==> config.mk <==
export PLATFORM = sky130hd
export DESIGN_NAME = uart_tx_fifo
export DESIGN_NICKNAME = d
export VERILOG_FILES = /design/src/rtl/uart_tx_fifo.sv
export SDC_FILE = /design/constraint.sdc
export NUM_CORES = 1
export LEC_CHECK = 0
export ABC_CLOCK_PERIOD_IN_PS = 1900
export BUFFER_PORTS_ARGS = -buffer_cell sky130_fd_sc_hd__buf_2
export CAP_MARGIN = 20
export CORE_MARGIN = 2
export CORE_UTILIZATION = 50
export CTS_BUF_LIST = sky130_fd_sc_hd__clkbuf_2 sky130_fd_sc_hd__clkbuf_4 sky130_fd_sc_hd__clkbuf_8
export CTS_CLUSTER_SIZE = 25
export DETAILED_ROUTE_END_ITERATION = 7
export HOLD_SLACK_MARGIN = 0.12
export PLACE_DENSITY = 0.78
export SYNTH_ARGS = -nofsm -noshare
export SYNTH_HDL_FRONTEND = slang
export SYNTH_SLANG_ARGS = --single-unit
==> constraint.sdc <==
create_clock -name iClk -period 1.9 [get_ports iClk]
set_input_delay 0.38 -clock iClk [delete_from_list [all_inputs] [get_ports iClk]]
set_output_delay 0.38 -clock iClk [all_outputs]
set_load 0.05 [all_outputs]
==> src/rtl/uart_tx_fifo.sv <==
// -----------------------------------------------------------------------------
// uart_tx_fifo
//
// Byte FIFO placed directly in front of the UART transmitter. Host logic pushes
// bytes at up to one per clock. A three-state drain FSM (IDLE -> START -> WAIT)
// hands the bytes to the transmitter one at a time over its ready / start /
// taken handshake. This decouples bursty producers from the fixed serial rate.
//
// Parameters
//   DEPTH_LOG2  FIFO depth is 2**DEPTH_LOG2 entries (legal 1..10, default 4)
//
// Ports
//   iClk       clock
//   iRst       synchronous active-high reset, shared with the transmitter
//   iWrData    byte to enqueue
//   iWr        enqueue strobe, at most one byte per cycle
//   oFull      FIFO holds 2**DEPTH_LOG2 entries
//   oEmpty     FIFO holds no entries
//   oOverflow  sticky flag: a write was dropped because the FIFO was full
//   iClrOvf    clears oOverflow (a simultaneous dropped write takes priority)
//   oTxData    byte presented to the transmitter, held stable until taken
//   oTxStart   one-cycle start strobe to the transmitter
//   iTxReady   transmitter idle
//   iTxTaken   one-cycle pulse: transmitter latched oTxData
//   oLevel     occupancy, wrPtr - rdPtr (only when UART_TX_FIFO_LEVEL_EN
//              is defined)
//
// Build option
//   UART_TX_FIFO_LEVEL_EN  adds the oLevel occupancy port. Without it the port
//                          and its subtractor are absent, and all other
//                          behaviour is unchanged.
// -----------------------------------------------------------------------------
module uart_tx_fifo #(
  parameter int DEPTH_LOG2 = 4
) (
  input  logic                  iClk,
  input  logic                  iRst,
  input  logic [7:0]            iWrData,
  input  logic                  iWr,
  output logic                  oFull,
  output logic                  oEmpty,
  output logic                  oOverflow,
  input  logic                  iClrOvf,
  output logic [7:0]            oTxData,
  output logic                  oTxStart,
  input  logic                  iTxReady,
  input  logic                  iTxTaken
`ifdef UART_TX_FIFO_LEVEL_EN
  ,
  output logic [DEPTH_LOG2:0]   oLevel
`endif
);

  localparam int DEPTH = 1 << DEPTH_LOG2;
  localparam logic [DEPTH_LOG2:0] PTR_ONE = {{DEPTH_LOG2{1'b0}}, 1'b1};

  typedef enum logic [1:0] {
    ST_IDLE  = 2'd0,
    ST_START = 2'd1,
    ST_WAIT  = 2'd2
  } state_t;

  state_t                state_q, state_d;
  logic [DEPTH_LOG2:0]   wrPtr_q, wrPtr_d;
  logic [DEPTH_LOG2:0]   rdPtr_q, rdPtr_d;
  logic [7:0]            txData_q, txData_d;
  logic                  ovf_q, ovf_d;
  logic [7:0]            mem_q [DEPTH];

  logic                  wrEn;
  logic [DEPTH_LOG2-1:0] wrIdx;
  logic [DEPTH_LOG2-1:0] rdIdx;

  assign wrIdx = wrPtr_q[DEPTH_LOG2-1:0];
  assign rdIdx = rdPtr_q[DEPTH_LOG2-1:0];

  // The extra pointer MSB separates "wrapped once" (full) from "equal" (empty).
  assign oEmpty = (wrPtr_q == rdPtr_q);
  assign oFull  = (wrPtr_q[DEPTH_LOG2] != rdPtr_q[DEPTH_LOG2]) &&
                  (wrIdx == rdIdx);

  assign wrEn      = iWr && !oFull;
  assign oTxStart  = (state_q == ST_START);
  assign oTxData   = txData_q;
  assign oOverflow = ovf_q;

`ifdef UART_TX_FIFO_LEVEL_EN
  // Modular subtraction gives the correct count across pointer wrap.
  assign oLevel = wrPtr_q - rdPtr_q;
`endif

  // Next-state logic: drain FSM, pointers, overflow flag
  always_comb begin
    state_d  = state_q;
    rdPtr_d  = rdPtr_q;
    txData_d = txData_q;
    wrPtr_d  = wrPtr_q;
    ovf_d    = ovf_q;

    if (wrEn) begin
      wrPtr_d = wrPtr_q + PTR_ONE;
    end

    // A dropped write is reported even if a pop frees a slot the same cycle;
    // fullness is judged on the registered pointers only.
    if (iWr && oFull) begin
      ovf_d = 1'b1;
    end else if (iClrOvf) begin
      ovf_d = 1'b0;
    end

    case (state_q)
      ST_IDLE: begin
        // No bypass: a byte written this cycle is only visible next cycle.
        if (!oEmpty && iTxReady) begin
          txData_d = mem_q[rdIdx];
          state_d  = ST_START;
        end
      end
      ST_START: begin
        state_d = ST_WAIT;
      end
      ST_WAIT: begin
        // The byte stays in the FIFO until the transmitter confirms it.
        if (iTxTaken) begin
          rdPtr_d = rdPtr_q + PTR_ONE;
          state_d = ST_IDLE;
        end
      end
      default: begin
        state_d = ST_IDLE;
      end
    endcase
  end

  // State registers
  always_ff @(posedge iClk) begin
    if (iRst) begin
      state_q  <= ST_IDLE;
      wrPtr_q  <= '0;
      rdPtr_q  <= '0;
      txData_q <= 8'h00;
      ovf_q    <= 1'b0;
    end else begin
      state_q  <= state_d;
      wrPtr_q  <= wrPtr_d;
      rdPtr_q  <= rdPtr_d;
      txData_q <= txData_d;
      ovf_q    <= ovf_d;
    end
  end

  // Storage needs no reset; the pointers define which entries are valid.
  always_ff @(posedge iClk) begin
    if (wrEn) begin
      mem_q[wrIdx] <= iWrData;
    end
  end

endmodule

# == Yosys cells after proc, flatten, opt, wreduce, memory -nomap -nowiden ==
# Memories as Yosys holds them, arrays and structs flattened. A register that Yosys moved wholly into a read port is not among the register bits.
# Index checks and enable logic that the tools add are counted.
# op_classes
add_sub_neg,2
mul,0
div,0
magnitude_cmp,0
n_eq_ne,7
shifts,0
n_mux,7
bitwise,0
n_reduce_logical,11
# op_table
cell,n
$add 5x1->5 const B,2
$pmux 2 s3,1
$reduce_and 2->1,3
$eq 5x5->1,1
$eq 4x4->1,1
$logic_and 1x1->1,4
$mux 1,4
$mux 2,2
$ne 2x2->1 const B,2
$eq 2x1->1 const B,1
$eq 2x2->1 const B,1
$logic_not 1->1,2
$logic_not 2->1,1
$reduce_bool 2->1,1
$ne 1x1->1,1
# word_totals
ff_bits,13
latchBits,0
mem_bits_rw,128
romBits,0
output_inout_bits,12
elab_cells,32
n_memories,1
# memory_table
memory,depth,width,rd,rd_clocked_by_memory_dff,write_ports,line_no,text
mem_q,16,8,1,1,1,68,logic [7:0] mem_q [DEPTH];

# == Longest topological paths before layout ==
# Gate-level depths: netlist of run 1.
# depth
ltp_word,6
mapped_depth,7

# == Worst setup path before layout of run 1 ==
# Ideal clock, no wire load.
# synth_timing
path_type,flip-flop to flip-flop
startpoint,register rdPtr_q[4]
endpoint,"memory mem_q[3][0], enable pin"
t_arrival_ns,1.498
required_time_ns,1.517
path_slack_ns,0.019
path_stages_with_launch,4
synth_period_minus_slack_ns,1.881
cell_sequence,dfxtp_1 > xnor2_1 > o211ai_1 > nor3_1
# synth_via
elab_chain_cells,6
# synth_rtl
item,line_no,text
from (decl),65,"logic [DEPTH_LOG2:0] rdPtr_q, rdPtr_d;"
from (signal assigned),147,rdPtr_q <= rdPtr_d;
$ne 1x1->1,79,assign oFull = (wrPtr_q[DEPTH_LOG2] != rdPtr_q[DEPTH_LOG2]) &&
$logic_and 1x1->1,79,
$logic_not 1->1,82,assign wrEn = iWr && !oFull;
$logic_and 1x1->1,82,
$mux 1,155,if (wrEn) begin
$mux 1 (not written as such),156,mem_q[wrIdx] <= iWrData;
to (decl),68,
# No other way between the ends.

# == Worst setup path in the final report of run 1 ==
# layout_timing
startpoint,register wrPtr_q[0]
endpoint,output oFull
# layout_via
elab_chain_cells,2
# layout_rtl
item,line_no,text
from (decl),64,"logic [DEPTH_LOG2:0] wrPtr_q, wrPtr_d;"
from (signal assigned),146,wrPtr_q <= wrPtr_d;
$eq 4x4->1,80,(wrIdx == rdIdx);
$logic_and 1x1->1,79,
to (decl),40,"output logic oFull,"
# No other way between the ends.

==> metrics.log, run 1 <==
INFO  metric dr_total_vias = 3169
INFO  metric critical_path.startpoint_type = flip-flop
INFO  metric die-width = 114 um
INFO  metric placement.cell_area = 0.00639 mm2
INFO  metric worstPathArrival = 1610 ps
INFO  metric post-synth-top-area-cell = sky130_fd_sc_hd__edfxtp_1
INFO  metric clock_sinks = 149
INFO  metric timing_hold_violations_final = 0
INFO  metric synth_nets = 357
INFO  metric cts_max_path_buffers = 2
INFO  metric yosysTopAreaCellShare = 0.637
INFO  metric final-instance-count-excl-fill = 549
INFO  metric post-synth-top-count-cell = sky130_fd_sc_hd__edfxtp_1
INFO  metric fin_crit_share = 1.04
INFO  metric synth.top_cells.by_area = sky130_fd_sc_hd__edfxtp_1, sky130_fd_sc_hd__dfxtp_1, sky130_fd_sc_hd__mux4_1
INFO  metric yosysWarnings = 0
INFO  metric postSynth.topFlopCell = sky130_fd_sc_hd__edfxtp_1
INFO  metric syn-mean-instance-area = 17.8 um2
INFO  metric report.final.setup_viol = 8
INFO  metric worstPathMaxFanout = 3
INFO  metric violations_in_the_final_reports = negative setup slack
INFO  metric detail_route.drc_violations = 0
INFO  metric setup_total_negative_slack = -201 ps
INFO  metric routed_via_density = 5.77
INFO  metric dp_cells = 514
INFO  metric holdCritStartpoint = iTxTaken
INFO  metric syn-instance-count = 338
INFO  metric clock_skew = 11.4 ps
INFO  metric grt_max_degree = 29
INFO  metric powerDensity = 912 mW/mm2
INFO  metric num_rows = 40
INFO  metric groute.layer.met3.usage = 0.0489
INFO  metric grt_util_met2 = 0.316
INFO  metric dp_slack = -155 ps
INFO  metric final_design_area_no_fill = 0.00695 mm2
INFO  metric cts.root.buffer_cell = sky130_fd_sc_hd__clkbuf_8
INFO  metric mappedNetlistArea = 0.00603 mm2
INFO  metric place_hpwl = 7460 um
INFO  metric postCtsHoldBufs = 0
INFO  metric clk_transition_reported_paths = 80 ps
INFO  metric finalWorstPathRequiredPeriod = 1990 ps
INFO  metric hp-class = in2reg
INFO  metric inserted_clock_buffers = 17
INFO  metric leakage = 0.00229 uW
INFO  metric ys_async_sr_fraction = 0
INFO  metric status = complete, but fails checks
INFO  metric max_slew.worst_pin.slew = 536 ps
INFO  metric total_die_area = 0.0130 mm2
INFO  metric setup_ws = -85.2 ps
INFO  metric core_region_area = 0.0119 mm2
INFO  metric synth.ff_latch_count = 149
INFO  metric grt_overflow_total = 0
INFO  metric critical_path_capture_point_type = primary output
INFO  metric rsz0062_at_grt = true
INFO  metric vias_in_the_first_global_route = 3284
INFO  metric timing.slew.headroom = 0.641
INFO  metric synth_cell_types = 37
INFO  metric drt_first_iter_violations = 295
INFO  metric worst_skew_pair.late_latency = 440 ps
INFO  metric worst-endpoint-required = 1520 ps
INFO  metric synth.top_cells.by_count = sky130_fd_sc_hd__edfxtp_1, sky130_fd_sc_hd__nor2_1, sky130_fd_sc_hd__dfxtp_1, sky130_fd_sc_hd__mux2i_1, sky130_fd_sc_hd__mux4_1
INFO  metric globalplace.congestion = 0.795
INFO  metric drv.max_cap_violation_count = 0
INFO  metric initial_utilization = 0.506
INFO  metric io_pins = 26
INFO  metric post_route_cells_drive_above_1_share = 0.331
INFO  metric critPathLaunch = wrPtr_q[0]
INFO  metric grt_use_met1 = 0.257
INFO  metric grt_pass1_wl = 18000 um
INFO  metric die_y = 114 um
INFO  metric critical_path_class = reg2out
INFO  metric routed_wl = 11900 um
INFO  metric finish.net_count = 408
INFO  metric cts_max_level = 4
INFO  metric global_route.usage.total = 0.193
INFO  metric slew_viol_final = 0
INFO  metric wl_per_cell = 21.6 um
INFO  metric share_of_synthesized_area_occupied_by_flip_flops_and_latches = 0.707
INFO  metric reg2reg_setup_slack = -10 ps
INFO  metric busiest_layer = met2
INFO  metric antenna_left = 0
INFO  metric port_buffer_count = 25
INFO  metric ff_to_ff_start = wrPtr_q[0]
INFO  metric grt_antenna_before_repair = 0
INFO  metric synth-edff-count = 128
INFO  metric antenna-diode-count = 0
INFO  metric area_delta_synth_final = 15.2%
INFO  metric drtPass1Iterations = 4
INFO  metric fmax = 0.504 GHz
INFO  metric cts_tree = built
INFO  metric ir_worst_vdd = 0.346 mV
==> area by class of cell <==
type	instances	area, um2
Fill cell	877	4960
Clock buffer	18	241
Inverter	3	11.3
Tap cell	147	184
Multi-Input combinational cell	165	1710
Sequential cell	149	4280
Clock inverter	14	129
Timing Repair Buffer	53	397
==> cells in the final DEF (no fill, tap or decap), drive strengths merged, types with 2 or more instances in the layout <==
cell | Yosys | routed
o21ai | 8 | 8
and2 | 2 | 2
nor3 | 2 | 2
dfxtp | 21 | 21
xnor2 | 9 | 9
inv | 3 | 6
clkinv | 0 | 5
mux2i | 18 | 18
nand4 | 2 | 2
ha | 5 | 5
clkinvlp | 0 | 5
nand2 | 10 | 10
nor2b | 7 | 7
mux4 | 24 | 24
nor2 | 25 | 25
and3 | 12 | 12
a221oi | 8 | 8
a311oi | 8 | 8
buf | 14 | 52
nand3 | 3 | 3
edfxtp | 128 | 128
mux2 | 8 | 8
clkbuf | 7 | 19
a21oi | 4 | 4
xor2 | 5 | 5
==> registers in the layout (all words and copies together), names as in the netlist <==
name,count
mem_q,128
oOverflow,1
wrPtr_q,5
oTxData,8
state_q,2
rdPtr_q,5
==> final timing paths <==
check,end,depth (start not counted)
setup / recovery,oFull,5
hold / removal,state_q[1],4
setup reg to reg,mem_q[3][1],8
hold reg to reg,oTxData[7],2
==> critical path, cell delays in order, from the launching register on <==
cell and delay (ps):
sky130_fd_sc_hd__dfxtp_4 370, sky130_fd_sc_hd__xnor2_4 180, sky130_fd_sc_hd__nand4_1 180, sky130_fd_sc_hd__buf_6 180, sky130_fd_sc_hd__nor2_4 100, sky130_fd_sc_hd__buf_8 150
==> kinds of logic after synthesis <==
family          count (synthesis)  synth area share
compound gates                 30            0.0382
mux                            50             0.144
xor+xnor                       14            0.0203
simple gates                   66            0.0548
flops                         149             0.707
buf+inv                        24            0.0251
fa+ha+maj                       5            0.0104
==> repair_timing <==
item	4_1_cts	5_1_grt
gates cloned	0	1
resized for setup	29	18
pin swaps	3	2
buffers inserted	1	1
setup endpoints to repair	50	76
==> routing by layer <==
layer	up-vias	wire, um	part of all wire
li1	1443	-	-
met2	122	5970	0.50
met5	-	0	0
met3	18	737	0.062
met1	1586	4940	0.42
met4	0	214	0.018
==> power breakdown <==
| part | switching (uW) | internal [uW] |
|---|---|---|
| clock | 1200 | 1060 |
| combinational | 288 | 160 |
| sequential | 30.6 | 3610 |
| total | 1520 | 4820 |
==> metrics by stage <==
step / utilization / power [uW] / hold slack (ps)
final: 0.584 / 6340 / 219
after global routing: 0.584 / 6560 / 229
after CTS: 0.577 / 6350 / 203
after detailed placement: 0.536 / 4110 / 496
after global placement: 0.536 / 4100 / 493
after floorplan: - / 3950 / 452
Note: power is estimated with default switching activity, not from simulation.
==> run 2: changes to the inputs <==
==> config.mk (replaced) <==
export PLATFORM = sky130hd
export DESIGN_NAME = uart_tx_fifo
export DESIGN_NICKNAME = d
export VERILOG_FILES = /design/src/rtl/uart_tx_fifo.sv
export SDC_FILE = /design/constraint.sdc
export NUM_CORES = 1
export LEC_CHECK = 0
export ABC_CLOCK_PERIOD_IN_PS = 1700
export BUFFER_PORTS_ARGS = -buffer_cell sky130_fd_sc_hd__buf_2
export CAP_MARGIN = 20
export CORE_MARGIN = 2
export CORE_UTILIZATION = 55
export CTS_BUF_LIST = sky130_fd_sc_hd__clkbuf_2 sky130_fd_sc_hd__clkbuf_4 sky130_fd_sc_hd__clkbuf_8
export CTS_CLUSTER_SIZE = 25
export DETAILED_ROUTE_END_ITERATION = 7
export GPL_ROUTABILITY_DRIVEN = 1
export HOLD_SLACK_MARGIN = 0.12
export PLACE_DENSITY = 0.84
export SYNTH_ARGS = -nofsm -noshare
export SYNTH_HDL_FRONTEND = slang
export SYNTH_SLANG_ARGS = --single-unit
==> constraint.sdc (replaced) <==
create_clock -name iClk -period 1.7 [get_ports iClk]
set_input_delay 0.34 -clock iClk [delete_from_list [all_inputs] [get_ports iClk]]
set_output_delay 0.34 -clock iClk [all_outputs]
set_load 0.05 [all_outputs]
==> run 2 against run 1 <==
Net effect: global-route usage is 2.9 points higher; highest routed layer unchanged; critical endpoint unchanged; largest power group unchanged; clock power is 24% higher; the run still ends with negative setup slack left; combinational power is 14% higher; clock-buffer cell count is 2 higher.
==> metrics.log, run 2 (synthesis gave the netlist of run 1 again) <==
INFO  metric status = complete, but fails checks
INFO  metric violations_in_the_final_reports = negative setup slack
INFO  metric area_delta_synth_final = 18.2%
INFO  metric routed_wl = 11800 um (-0.52%)
INFO  metric cts.root.buffer_cell = sky130_fd_sc_hd__clkbuf_8
INFO  metric cts_max_path_buffers = 2 (unchanged)
INFO  metric max_slew.worst_pin.slew = 439 ps (-97.1 ps)
INFO  metric cts_max_level = 4 (unchanged)
INFO  metric dp_slack = -218 ps (-63.0 ps)
INFO  metric num_rows = 38 (-5.0%)
INFO  metric dr_total_vias = 3194 (+0.79%)
INFO  metric slew_viol_final = 0 (unchanged)
INFO  metric clock_skew = 8.57 ps (-2.83 ps)
INFO  metric report.final.setup_viol = 27 (+19)
INFO  metric regMostFlops = mem_q
INFO  metric layout.cells.most_common = sky130_fd_sc_hd__edfxtp_1
INFO  metric dp_cells = 510 (-0.78%)
INFO  metric ir_worst_vdd = 0.567 mV (+64%)
INFO  metric finalWorstPathRequiredPeriod = 1940 ps
INFO  metric postCtsHoldBufs = 0 (unchanged)
INFO  metric setup_ws = -237 ps (-152 ps)
INFO  metric globalplace.congestion = 0.808 (+1.6%)
INFO  metric grt_antenna_before_repair = 0 (unchanged)
INFO  metric hp-class = in2reg
INFO  metric grt_pass1_wl = 18200 um (+1.3%)
INFO  metric powerDensity = 1030 mW/mm2 (+13%)
INFO  metric grt_max_degree = 22 (-24%)
INFO  metric place_hpwl = 7460 um (about the same)
INFO  metric final-instance-count-excl-fill = 544 (-0.91%)
INFO  metric rsz0062_at_grt = true
INFO  metric detail_route.drc_violations = 0 (unchanged)
INFO  metric power = 7380 uW (+16%)
INFO  metric timing_hold_violations_final = 0 (unchanged)
INFO  metric fmax = 0.516 GHz
INFO  metric routed_via_density = 5.87 (+1.7%)
INFO  metric wl_per_cell = 21.7 um (+0.39%)
INFO  metric global_route.usage.total = 0.222 (+0.0289)
INFO  metric critical_path_class = reg2out
INFO  metric commonest_cells_after_routing_fill_and_taps_aside = sky130_fd_sc_hd__edfxtp_1, sky130_fd_sc_hd__nor2_1, sky130_fd_sc_hd__buf_2
INFO  metric cts_tree = built
INFO  metric clock_sinks = 149 (unchanged)
INFO  metric critical_path.startpoint_type = flip-flop
INFO  metric largest_register_ffs = 128 (unchanged)
INFO  metric drtPass1Iterations = 4 (unchanged)
INFO  metric leakage = 0.00234 uW (+2.0%)
INFO  metric io_pins = 26 (unchanged)
INFO  metric drv.max_cap_violation_count = 0 (unchanged)
INFO  metric finish.net_count = 410 (+0.49%)
INFO  metric timing.slew.headroom = 0.707 (+0.0663)
INFO  metric grt_overflow_total = 0 (unchanged)
INFO  metric vias_in_the_first_global_route = 3327 (+1.3%)
INFO  metric worstPathArrival = 1600 ps (about the same)
INFO  metric inserted_clock_buffers = 17 (unchanged)
INFO  metric die-width = 109 um (-4.5%)
INFO  metric worstPathMaxFanout = 2 (-1)
INFO  metric fin_crit_share = 1.14
INFO  metric worst_skew_pair.late_latency = 450 ps (about the same)
INFO  metric port_buffer_count = 25 (unchanged)
INFO  metric initial_utilization = 0.559 (+0.0525)
INFO  metric core_region_area = 0.0108 mm2 (-9.4%)
INFO  metric drt_first_iter_violations = 326 (+11%)
INFO  metric clk_transition_reported_paths = 70 ps (about the same)
INFO  metric antenna-diode-count = 0 (unchanged)
INFO  metric total_die_area = 0.0118 mm2 (-8.8%)
INFO  metric final_core_utilization = 0.661 (+0.0769)
INFO  metric antenna_left = 0 (unchanged)
INFO  metric post_route_cells_drive_above_1_share = 0.347 (+0.0157)
INFO  metric worst-endpoint-required = 1360 ps (-160 ps)
INFO  metric die_y = 109 um (-4.5%)
INFO  metric critical_path_capture_point_type = primary output
run 2: where the power goes:
group	switching [uW]	internal (uW)	leakage (uW)
Sequential	35.6	4030	0.00133
Combinational	327	181	0.000803
Clock	1280	1520	0.000206
run 2: critical path, stage by stage, from the launching register on:
cell,delay [ps]
sky130_fd_sc_hd__dfxtp_4,370
sky130_fd_sc_hd__xnor2_2,180
sky130_fd_sc_hd__nand4_1,150
sky130_fd_sc_hd__buf_4,190
sky130_fd_sc_hd__nor2_4,110
sky130_fd_sc_hd__buf_8,160
run 2: final cells by class:
cell class / count / area (um2)
tap: 140 / 175
inverter: 3 / 11.3
clock buffer: 20 / 263
clock inverter: 12 / 154
timing repair buffer: 55 / 468
multi-input combinational: 165 / 1780
sequential: 149 / 4270
fill: 680 / 3660
run 2: path summary, 6_finish.rpt:
path	startpoint	cells after the start	end	slack [ps]
max	rdPtr_q[1]	5	oFull	-240
min	iTxTaken	4	state_q[1]	180
max reg2reg	rdPtr_q[1]	6	oTxData[1]	-170
min reg2reg	oTxData[4]	2	oTxData[4]	500
run 2: through the flow:
step                      TNS (ps)  hold slack [ps]  cell area (um2)
after floorplan              -2070              412             6070
after global placement       -5660              486             6510
after detailed placement    -13100              499             6510
after CTS                    -1630              153             7090
after global routing         -5490              159             7130
final                        -3280              180             7130
run 2: what timing repair did:
| item | in CTS | in global routing |
|---|---|---|
| pin swaps | 10 | 8 |
| setup endpoints to repair | 138 | 108 |
| gates resized for setup | 27 | 17 |
| buffers inserted | 3 | 3 |
| cloned | 1 | 0 |
run 2: per-layer routing:
metal	share of wire	GRT usage
met1	0.39	0.275
met2	0.51	0.363
met3	0.070	0.0711
met4	0.028	0.0888
met5	0	0
